$ cat src/rtl/intersection_phase_scheduler_if.sv
// Signal bundle between the tick/request side and the lamp-driver side of the
// intersection phase scheduler.
interface intersection_phase_scheduler_if;
  logic        tick;
  logic [3:0]  ped_req;
  logic        emerg_req;
  logic        emerg_dir;
  logic [2:0]  ns_rgy;
  logic [2:0]  ew_rgy;
  logic [3:0]  ped_walk;
  logic [3:0]  ped_pending;
  logic [2:0]  state_out;
  logic [15:0] sec_left;

  modport master (
    output tick, ped_req, emerg_req, emerg_dir,
    input  ns_rgy, ew_rgy, ped_walk, ped_pending, state_out, sec_left
  );

  modport slave (
    input  tick, ped_req, emerg_req, emerg_dir,
    output ns_rgy, ew_rgy, ped_walk, ped_pending, state_out, sec_left
  );
endinterface

$ cat src/rtl/intersection_phase_scheduler.sv
// Phase sequencer for the Tudor intersection: NS/EW green-yellow-clear cycle,
// latched all-red pedestrian walk phase and emergency-vehicle preemption.
module intersection_phase_scheduler #(
  parameter int unsigned T_GREEN  = 10,
  parameter int unsigned T_YELLOW = 3,
  parameter int unsigned T_CLEAR  = 1,
  parameter int unsigned T_PED    = 8
) (
  input logic clk,
  input logic rst_n,
  intersection_phase_scheduler_if.slave bus
);

  localparam logic [2:0] NS_GRN  = 3'd0;
  localparam logic [2:0] NS_YEL  = 3'd1;
  localparam logic [2:0] NS_CLR  = 3'd2;
  localparam logic [2:0] EW_GRN  = 3'd3;
  localparam logic [2:0] EW_YEL  = 3'd4;
  localparam logic [2:0] EW_CLR  = 3'd5;
  localparam logic [2:0] PED     = 3'd6;
  localparam logic [2:0] PED_CLR = 3'd7;

  localparam logic [15:0] D_GRN = (T_GREEN  == 0) ? 16'd1 : T_GREEN[15:0];
  localparam logic [15:0] D_YEL = (T_YELLOW == 0) ? 16'd1 : T_YELLOW[15:0];
  localparam logic [15:0] D_CLR = (T_CLEAR  == 0) ? 16'd1 : T_CLEAR[15:0];
  localparam logic [15:0] D_PED = (T_PED    == 0) ? 16'd1 : T_PED[15:0];

  localparam logic [2:0] LAMP_R = 3'b100;
  localparam logic [2:0] LAMP_Y = 3'b010;
  localparam logic [2:0] LAMP_G = 3'b001;

  logic [2:0]  state_q, state_d;
  logic [15:0] sec_q, sec_d;
  logic        next_dir_q, next_dir_d;
  logic [3:0]  pend_q, pend_d;
  logic [3:0]  walk_q, walk_d;

  logic        go, reload, expired, any_ped;
  logic [2:0]  tgt, emerg_grn, clr_tgt_ns, clr_tgt_ew;
  logic [3:0]  req_all;

  function automatic logic [15:0] dur_of(input logic [2:0] s);
    case (s)
      NS_GRN, EW_GRN: dur_of = D_GRN;
      NS_YEL, EW_YEL: dur_of = D_YEL;
      PED:            dur_of = D_PED;
      default:        dur_of = D_CLR;
    endcase
  endfunction

  always_comb begin
    req_all    = pend_q | bus.ped_req;
    any_ped    = |req_all;
    expired    = bus.tick && (sec_q <= 16'd1);
    emerg_grn  = bus.emerg_dir ? EW_GRN : NS_GRN;
    clr_tgt_ns = bus.emerg_req ? emerg_grn : (any_ped ? PED : EW_GRN);
    clr_tgt_ew = bus.emerg_req ? emerg_grn : (any_ped ? PED : NS_GRN);

    state_d    = state_q;
    sec_d      = sec_q;
    next_dir_d = next_dir_q;
    pend_d     = req_all;
    walk_d     = walk_q;
    go         = 1'b0;
    reload     = 1'b0;
    tgt        = state_q;

    // Preemption acts on the very next clock; only the timer waits for tick.
    case (state_q)
      NS_GRN: begin
        if (bus.emerg_req && bus.emerg_dir) begin
          go = 1'b1; tgt = NS_YEL;
        end else if (bus.emerg_req) begin
          reload = 1'b1;
        end else if (expired) begin
          go = 1'b1; tgt = NS_YEL;
        end
      end
      EW_GRN: begin
        if (bus.emerg_req && !bus.emerg_dir) begin
          go = 1'b1; tgt = EW_YEL;
        end else if (bus.emerg_req) begin
          reload = 1'b1;
        end else if (expired) begin
          go = 1'b1; tgt = EW_YEL;
        end
      end
      NS_YEL:  if (expired) begin go = 1'b1; tgt = NS_CLR; end
      EW_YEL:  if (expired) begin go = 1'b1; tgt = EW_CLR; end
      NS_CLR:  if (expired) begin go = 1'b1; tgt = clr_tgt_ns; next_dir_d = 1'b1; end
      EW_CLR:  if (expired) begin go = 1'b1; tgt = clr_tgt_ew; next_dir_d = 1'b0; end
      PED:     if (expired) begin go = 1'b1; tgt = PED_CLR; end
      PED_CLR: begin
        if (expired) begin
          go  = 1'b1;
          tgt = bus.emerg_req ? emerg_grn : (next_dir_q ? EW_GRN : NS_GRN);
        end
      end
      default: begin go = 1'b1; tgt = EW_CLR; end
    endcase

    if (go) begin
      state_d = tgt;
      sec_d   = dur_of(tgt);
      walk_d  = '0;
      if (tgt == PED) begin
        walk_d = req_all;
        pend_d = '0;
      end
    end else if (reload) begin
      sec_d = D_GRN;
    end else if (bus.tick && sec_q != 16'd0) begin
      sec_d = sec_q - 16'd1;
    end
  end

  always_ff @(posedge clk) begin
    if (!rst_n) begin
      state_q    <= EW_CLR;
      sec_q      <= D_CLR;
      next_dir_q <= 1'b0;
      pend_q     <= '0;
      walk_q     <= '0;
    end else begin
      state_q    <= state_d;
      sec_q      <= sec_d;
      next_dir_q <= next_dir_d;
      pend_q     <= pend_d;
      walk_q     <= walk_d;
    end
  end

  always_comb begin
    bus.ns_rgy = LAMP_R;
    bus.ew_rgy = LAMP_R;
    case (state_q)
      NS_GRN:  bus.ns_rgy = LAMP_G;
      NS_YEL:  bus.ns_rgy = LAMP_Y;
      EW_GRN:  bus.ew_rgy = LAMP_G;
      EW_YEL:  bus.ew_rgy = LAMP_Y;
      default: ;
    endcase
  end

  assign bus.ped_walk    = walk_q;
  assign bus.ped_pending = pend_q;
  assign bus.state_out   = state_q;
  assign bus.sec_left    = sec_q;

endmodule

$ cat src/flat_wrapper.sv
// flat-port wrapper written by rule: the top's interface ports become plain ports
module intersection_phase_scheduler_flat 
#(
  parameter int unsigned T_GREEN  = 10,
  parameter int unsigned T_YELLOW = 3,
  parameter int unsigned T_CLEAR  = 1,
  parameter int unsigned T_PED    = 8
)
  (clk, rst_n, bus_tick, bus_ped_req, bus_emerg_req, bus_emerg_dir, bus_ns_rgy, bus_ew_rgy, bus_ped_walk, bus_ped_pending, bus_state_out, bus_sec_left);
  intersection_phase_scheduler_if bus_i ();
  input logic clk;
  input logic rst_n;
  input wire logic [$bits(bus_i.tick)-1:0] bus_tick;
  input wire logic [$bits(bus_i.ped_req)-1:0] bus_ped_req;
  input wire logic [$bits(bus_i.emerg_req)-1:0] bus_emerg_req;
  input wire logic [$bits(bus_i.emerg_dir)-1:0] bus_emerg_dir;
  output wire logic [$bits(bus_i.ns_rgy)-1:0] bus_ns_rgy;
  output wire logic [$bits(bus_i.ew_rgy)-1:0] bus_ew_rgy;
  output wire logic [$bits(bus_i.ped_walk)-1:0] bus_ped_walk;
  output wire logic [$bits(bus_i.ped_pending)-1:0] bus_ped_pending;
  output wire logic [$bits(bus_i.state_out)-1:0] bus_state_out;
  output wire logic [$bits(bus_i.sec_left)-1:0] bus_sec_left;
  assign bus_i.tick = bus_tick;
  assign bus_i.ped_req = bus_ped_req;
  assign bus_i.emerg_req = bus_emerg_req;
  assign bus_i.emerg_dir = bus_emerg_dir;
  assign bus_ns_rgy = bus_i.ns_rgy;
  assign bus_ew_rgy = bus_i.ew_rgy;
  assign bus_ped_walk = bus_i.ped_walk;
  assign bus_ped_pending = bus_i.ped_pending;
  assign bus_state_out = bus_i.state_out;
  assign bus_sec_left = bus_i.sec_left;
  intersection_phase_scheduler #(.T_GREEN(T_GREEN), .T_YELLOW(T_YELLOW), .T_CLEAR(T_CLEAR), .T_PED(T_PED)) u_core (.clk(clk), .rst_n(rst_n), .bus(bus_i));
endmodule
$ cat config.mk
export PLATFORM = sky130hd
export DESIGN_NAME = intersection_phase_scheduler_flat
export DESIGN_NICKNAME = d
export VERILOG_FILES = /design/src/rtl/intersection_phase_scheduler_if.sv /design/src/rtl/intersection_phase_scheduler.sv /design/src/flat_wrapper.sv
export SDC_FILE = /design/constraint.sdc
export NUM_CORES = 1
export LEC_CHECK = 0
export CAP_MARGIN = 40
export CORE_ASPECT_RATIO = 1.2
export CORE_MARGIN = 2
export CORE_UTILIZATION = 49
export CTS_CLUSTER_SIZE = 25
export DETAILED_ROUTE_END_ITERATION = 8
export PLACE_DENSITY = 0.79
export SYNTH_ARGS = -nofsm -noshare
export SYNTH_HDL_FRONTEND = slang
export SYNTH_SLANG_ARGS = --single-unit
$ cat constraint.sdc
create_clock -name clk -period 3.11 [get_ports clk]
set_clock_uncertainty 0.2 [all_clocks]
set_input_delay 0.4665 -clock clk [delete_from_list [all_inputs] [get_ports clk]]
set_output_delay 0.4665 -clock clk [all_outputs]
set_load 0.02 [all_outputs]
# Yosys cells after proc, flatten, opt, wreduce, memory -nomap -nowiden
# Cells that the tools add are included.
dict set report op_classes {
  add_sub_neg 1
  order_cmp 1
  n_eq_ne 13
  mux 41
  n_bitwise 1
  n_reduce_logical 15
}
# op count
set op_table {}
lappend op_table {{$mux 3} 17}
lappend op_table {{$mux 16} 3}
lappend op_table {{$pmux 3 s8} 1}
lappend op_table {{$eq 3x3->1 const B} 6}
lappend op_table {{$le 16x1->1 const B} 1}
lappend op_table {{$reduce_bool 16->1} 1}
lappend op_table {{$sub 16x1->16 const B} 1}
lappend op_table {{$mux 4} 3}
lappend op_table {{$pmux 3 s2} 2}
lappend op_table {{$pmux 4 s3} 1}
lappend op_table {{$eq 3x2->1 const B} 3}
lappend op_table {{$mux 1} 9}
lappend op_table {{$eq 3x1->1 const B} 2}
lappend op_table {{$logic_not 3->1} 2}
lappend op_table {{$reduce_or 6->1} 1}
lappend op_table {{$logic_and 1x1->1} 4}
lappend op_table {{$mux 2} 2}
lappend op_table {{$ne 2x1->1 const B} 2}
lappend op_table {{$or 4x4->4} 1}
lappend op_table {{$pmux 1 s2} 2}
lappend op_table {{$reduce_or 2->1} 2}
lappend op_table {{$reduce_or 4->1} 1}
lappend op_table {{$pmux 1 s3} 1}
lappend op_table {{$reduce_and 3->1} 1}
lappend op_table {{other kinds (3)} 3}
dict set report word_totals {
  ff_bits 28
  in_bits 9
  output_inout_bits 33
}

# Longest topological paths before layout
dict set report depth {
  depth_word 10
  ltp_mapped 10
}

# Least setup slack after synthesis
# Ideal clock, no wire load.
dict set report synth_timing {
  path_kind {register to register}
  startpoint {reg u_core.sec_q[0] (netlist: u_core.bus.sec_left[0])}
  endpoint {reg u_core.walk_q[0] (netlist: u_core.bus.ped_walk[0])}
  arrival_ps 2319
  required_ps 2851
  path_slack_ps 531
  stages_incl_launch_ff 11
  n_path_buf 1
  synth_period_minus_slack_ps 2579
  path_cell_list {dfxtp_1 -> inv_1 -> ha_1 -> o21a_1 -> nand4b_1 -> buf_2 -> nor3_2 -> a211o_1 -> a21o_1 -> nor4_4 -> a22o_1}
}
dict set report synth_via {
  elab_chain_len 8
}
# item line_no
set synth_lines {}
lappend synth_lines {{start, declared} intersection_phase_scheduler.sv:33} ;# logic [15:0] sec_q, sec_d;
lappend synth_lines {{start signal, assigned} intersection_phase_scheduler.sv:120} ;# sec_q <= D_CLR;
lappend synth_lines {{start signal, assigned} intersection_phase_scheduler.sv:126} ;# sec_q <= sec_d;
lappend synth_lines {{$le 16x1->1 (*)} intersection_phase_scheduler.sv:54} ;# expired = bus.tick && (sec_q <= 16'd1);
lappend synth_lines {{$logic_and 1x1->1 (*)} intersection_phase_scheduler.sv:54}
lappend synth_lines {{$mux 3 (on tied branches)} {intersection_phase_scheduler.sv:84, intersection_phase_scheduler.sv:75}}
lappend synth_lines {{$mux 3 (on tied branches)} {intersection_phase_scheduler.sv:82, intersection_phase_scheduler.sv:73}}
lappend synth_lines {{$mux 3 (on tied branches)} {intersection_phase_scheduler.sv:80, intersection_phase_scheduler.sv:71}}
lappend synth_lines {{$pmux 3 s8} intersection_phase_scheduler.sv:69} ;# case (state_q)
lappend synth_lines {{$eq 3x3->1} intersection_phase_scheduler.sv:106} ;# if (tgt == PED) begin
lappend synth_lines {{$mux 4} intersection_phase_scheduler.sv:106}
lappend synth_lines {{end signal, assigned} intersection_phase_scheduler.sv:129} ;# walk_q <= walk_d;
lappend synth_lines {{end, declared} intersection_phase_scheduler.sv:36} ;# logic [3:0] walk_q, walk_d;
# Mark *: on every way between the ends. The rest lies on a longest branch, timed or not.
# A chain may end at the register's enable or synchronous reset.

# Worst setup path after layout
dict set report layout_timing {
  startpoint {in bus_emerg_req}
  endpoint {reg u_core.walk_q[2] (netlist: u_core.bus.ped_walk[2])}
}
dict set report layout_via {
  elab_chain_len 5
}
# item line_no
set layout_lines {}
lappend layout_lines {{start, declared} flat_wrapper.sv:15} ;# input wire logic [$bits(bus_i.emerg_req)-1:0] bus_emerg_req;
lappend layout_lines {{$mux 3 (tied with other cells)} intersection_phase_scheduler.sv:96} ;# tgt = bus.emerg_req ? emerg_grn : (next_dir_q ? EW_GRN : NS_GRN);
lappend layout_lines {{$mux 3 (on tied branches)} -}
lappend layout_lines {{$pmux 3 s8} intersection_phase_scheduler.sv:69}
lappend layout_lines {{$eq 3x3->1} intersection_phase_scheduler.sv:106}
lappend layout_lines {{$mux 4} intersection_phase_scheduler.sv:106}
# Parallel ways exist; a longest one is shown, timed or not.

==> flow_summary.toml <==
[status]
run_status = "complete, no violations"

[logic_synthesis]
synth_edf_count = 0
synthCells = 206
yosysWarnings = 0
synth_cell_types = 52
ys_seq_area_share_pct = 32.6
synth_seq_cells = 28
synth_nets = 218
syn-cell-area_mm2 = 0.00172
syn_avg_cell_area_um2 = 8.36
ys.flop_type = "dfxtp_1"
async_flop_share_pct = 0

[clocking]
cts_max_path_buffers = 2
clock_sinks = 28
cts_tree = "done"
cts_setup_buffers = 0
cts.clk_slew.worst_paths_ns = 0.09
clk_latency_ns = 0.27
cts_resized = 0
htree_levels = 1
cts_made_buffers = 3
cts_root_buf = "clkbuf_8"
ctsHoldBuffers = 0

[placement]
placed_cell_area_mm2 = 0.00218
dpl.hpwl_um = 3170
gp_congestion = 0.916
portBuffers = 41

[worst_setup_path]
crit_fanout = 12
cp_slowest_cell = "clkdlybuf4s50_1"
endpoint_kind = "flop"
crit_arrival_ns = 2.75
crit_buf_inv = 1
critical_path_class = "in -> reg"
crit_family = "compound AO/OA/AOI/OAI gates"
cp-start-kind = "input port"
critical_path.max_stage_delay_ns = 0.72
cp.required_ns = 3.13
crit_path_cell_trace = "clkdlybuf4s50_1 -> mux2i_1 -> o21ai_0 -> a32oi_1 -> o211ai_1 -> a21o_1 -> nor4_4 -> a22o_1"

[grt]
gr-usage-all-layers_pct = 22.1
gr-total-overflow = 0
grt_pass1_wl_um = 6910
antenna_found_initial = 0
grt_max_degree = 18
first_global_vias = 1564

[final_layout]
area_growth_pct = 30.7
drive_gt1_share_pct = 8.87
ff_latch_area_um2 = 561
multiInputGateArea_mm2 = 0.00108
fill_cells = 302
design_area_mm2 = 0.00225
diodes = 0
nets = 261

[timing]
slew-limit-headroom_pct = 55.4
report.final.hold_viol_count = 0
setup_viol = 0
tightest_slew_ns = 0.664
fin_crit_ns = 2.73
rsz0062_at_grt = "false"
tns_ns = 0
fmax_mhz = 367
timing.final.max_slew_violations = 0
fin_crit_sh_pct = 87.7

[routing]
drc_errors = 0
wl_per_cell_um = 15.2
drt_iter0_drc = 103
dr.pass1.iters = 4
routed_wl_um = 4320
drtAntennaViolNets = 0
vias_per_cell = 6.08
route.vias.total = 1732

[run]
drv_cap = 0

[die]
dieArea_mm2 = 0.00401
io_pins = 42
die_y_um = 68.9
initial_core_util_pct = 51.6
core_mm2 = 0.00334
die_w_um = 58.1
std_cell_rows = 23

[power]
vdd_drop_max_mv = 0.911
p_per_area_mw_per_mm2 = 1080
p_leak_uw = 0.000867

[hold_path]
hp-class = "reg -> reg"
## routing by layer
layer  GRT usage [%]  part of all wire (%)  up-vias
met5               0                     0        -
met4            9.59                  0.99        0
met3            3.54                   5.3        4
met2            40.9                    51       53
met1            25.0                    42      836
li1                -                     -      839
## cell families after synthesis
family	count (synthesis)	synth area share (%)
buffers and inverters	19	4.58
flip-flops	28	32.6
multiplexers	2	1.16
adder cells (fa/ha/maj)	3	2.18
AND/OR/NAND/NOR	88	29.1
XOR/XNOR	10	5.09
AO/OA/AOI/OAI	56	25.4
## worst reg2reg max path, cell delays in order, from the launching register on
cell and delay [ns]:
dfxtp_1 0.44, inv_1 0.11, ha_1 0.24, o21a_1 0.18
nand4b_1 0.09, buf_4 0.19, nor2_1 0.07, a211oi_1 0.57
a21o_4 0.26, nor2_1 0.05, o31ai_1 0.22
## flip-flops by register name, indices dropped and copies added (netlist names)
name,count
u_core.next_dir_q,1
u_core.bus.ped_pending,4
u_core.bus.sec_left,16
u_core.bus.state_out,3
u_core.bus.ped_walk,4
## power by group
part	internal, µW	total, µW	switching [µW]
registers	442	565	123
logic	645	1580	934
clock network	172	286	114
## final timing paths
path,cells after the start,end,from,slack [ns]
min,1,u_core.bus.ped_walk[1],u_core.bus.ped_walk[1],0.29
min reg2reg,1,u_core.bus.ped_walk[1],u_core.bus.ped_walk[1],0.29
max reg2reg,10,u_core.bus.sec_left[1],u_core.bus.sec_left[0],0.41
max,8,u_core.bus.ped_walk[2],bus_emerg_req,0.38
## cell usage after synthesis, types with 2 or more instances
cell type  count  share of area, %
a211oi_1       2              0.87
a21o_1         2              0.87
a21oi_1        7               2.0
a22o_1         4               2.0
a31oi_1        2              0.73
and2_1         2              0.73
and3_1         2              0.73
buf_2          6               1.7
clkbuf_1       2              0.44
dfxtp_1       28                33
ha_1           3               2.2
inv_1         11               2.4
mux2i_1        2               1.2
nand2_1       10               2.2
nand3_1        3              0.87
nand4_1        3               1.1
nand4b_1       2               1.0
nor2_1        27               5.9
nor2b_1        4               1.5
nor3_1        13               3.8
nor3_2         2               1.2
nor4_1         4               1.5
nor4_4         2               2.5
o211a_1        2               1.2
o211ai_1       2              0.87
o21a_1         3               1.3
o21ai_0       12               3.5
o31ai_1        5               2.2
or2_2          3               1.1
or3_1          6               2.2
xnor2_1        7               3.6
xor2_1         3               1.5
## final cells by class
type | count | share of cell area, %
inverters | 11 | 1.84
repair buffers | 46 | 19.9
flip-flops and latches | 28 | 24.9
multi-input cells | 159 | 48.1
clock inverters | 1 | 1.33
well taps | 37 | 2.06
clock buffers | 3 | 1.84
## cell usage in the layout (no fill, tap or decap), types with 6 or more instances in the layout
| master | synthesis | layout |
|---|---|---|
| dfxtp_1 | 28 | 28 |
| xnor2_1 | 7 | 7 |
| or3_1 | 6 | 6 |
| nor3_1 | 13 | 13 |
| clkdlybuf4s50_1 | 0 | 41 |
| nor2_1 | 27 | 27 |
| inv_1 | 11 | 11 |
| a21oi_1 | 7 | 7 |
| o21ai_0 | 12 | 12 |
| nand2_1 | 10 | 10 |
## stage by stage
step	setup slack, ns	hold slack, ns	total power (µW)	util [%]	cells
after floorplan	0.531	0.328	1680	-	206
after global placement	0.176	0.270	2120	65.3	281
after detailed placement	0.145	0.271	2130	65.3	281
after CTS	0.420	0.299	2430	67.4	285
after global routing	0.125	0.314	2610	67.4	285
final	0.383	0.293	2430	67.4	285
Power figures use the tool's default switching activity.
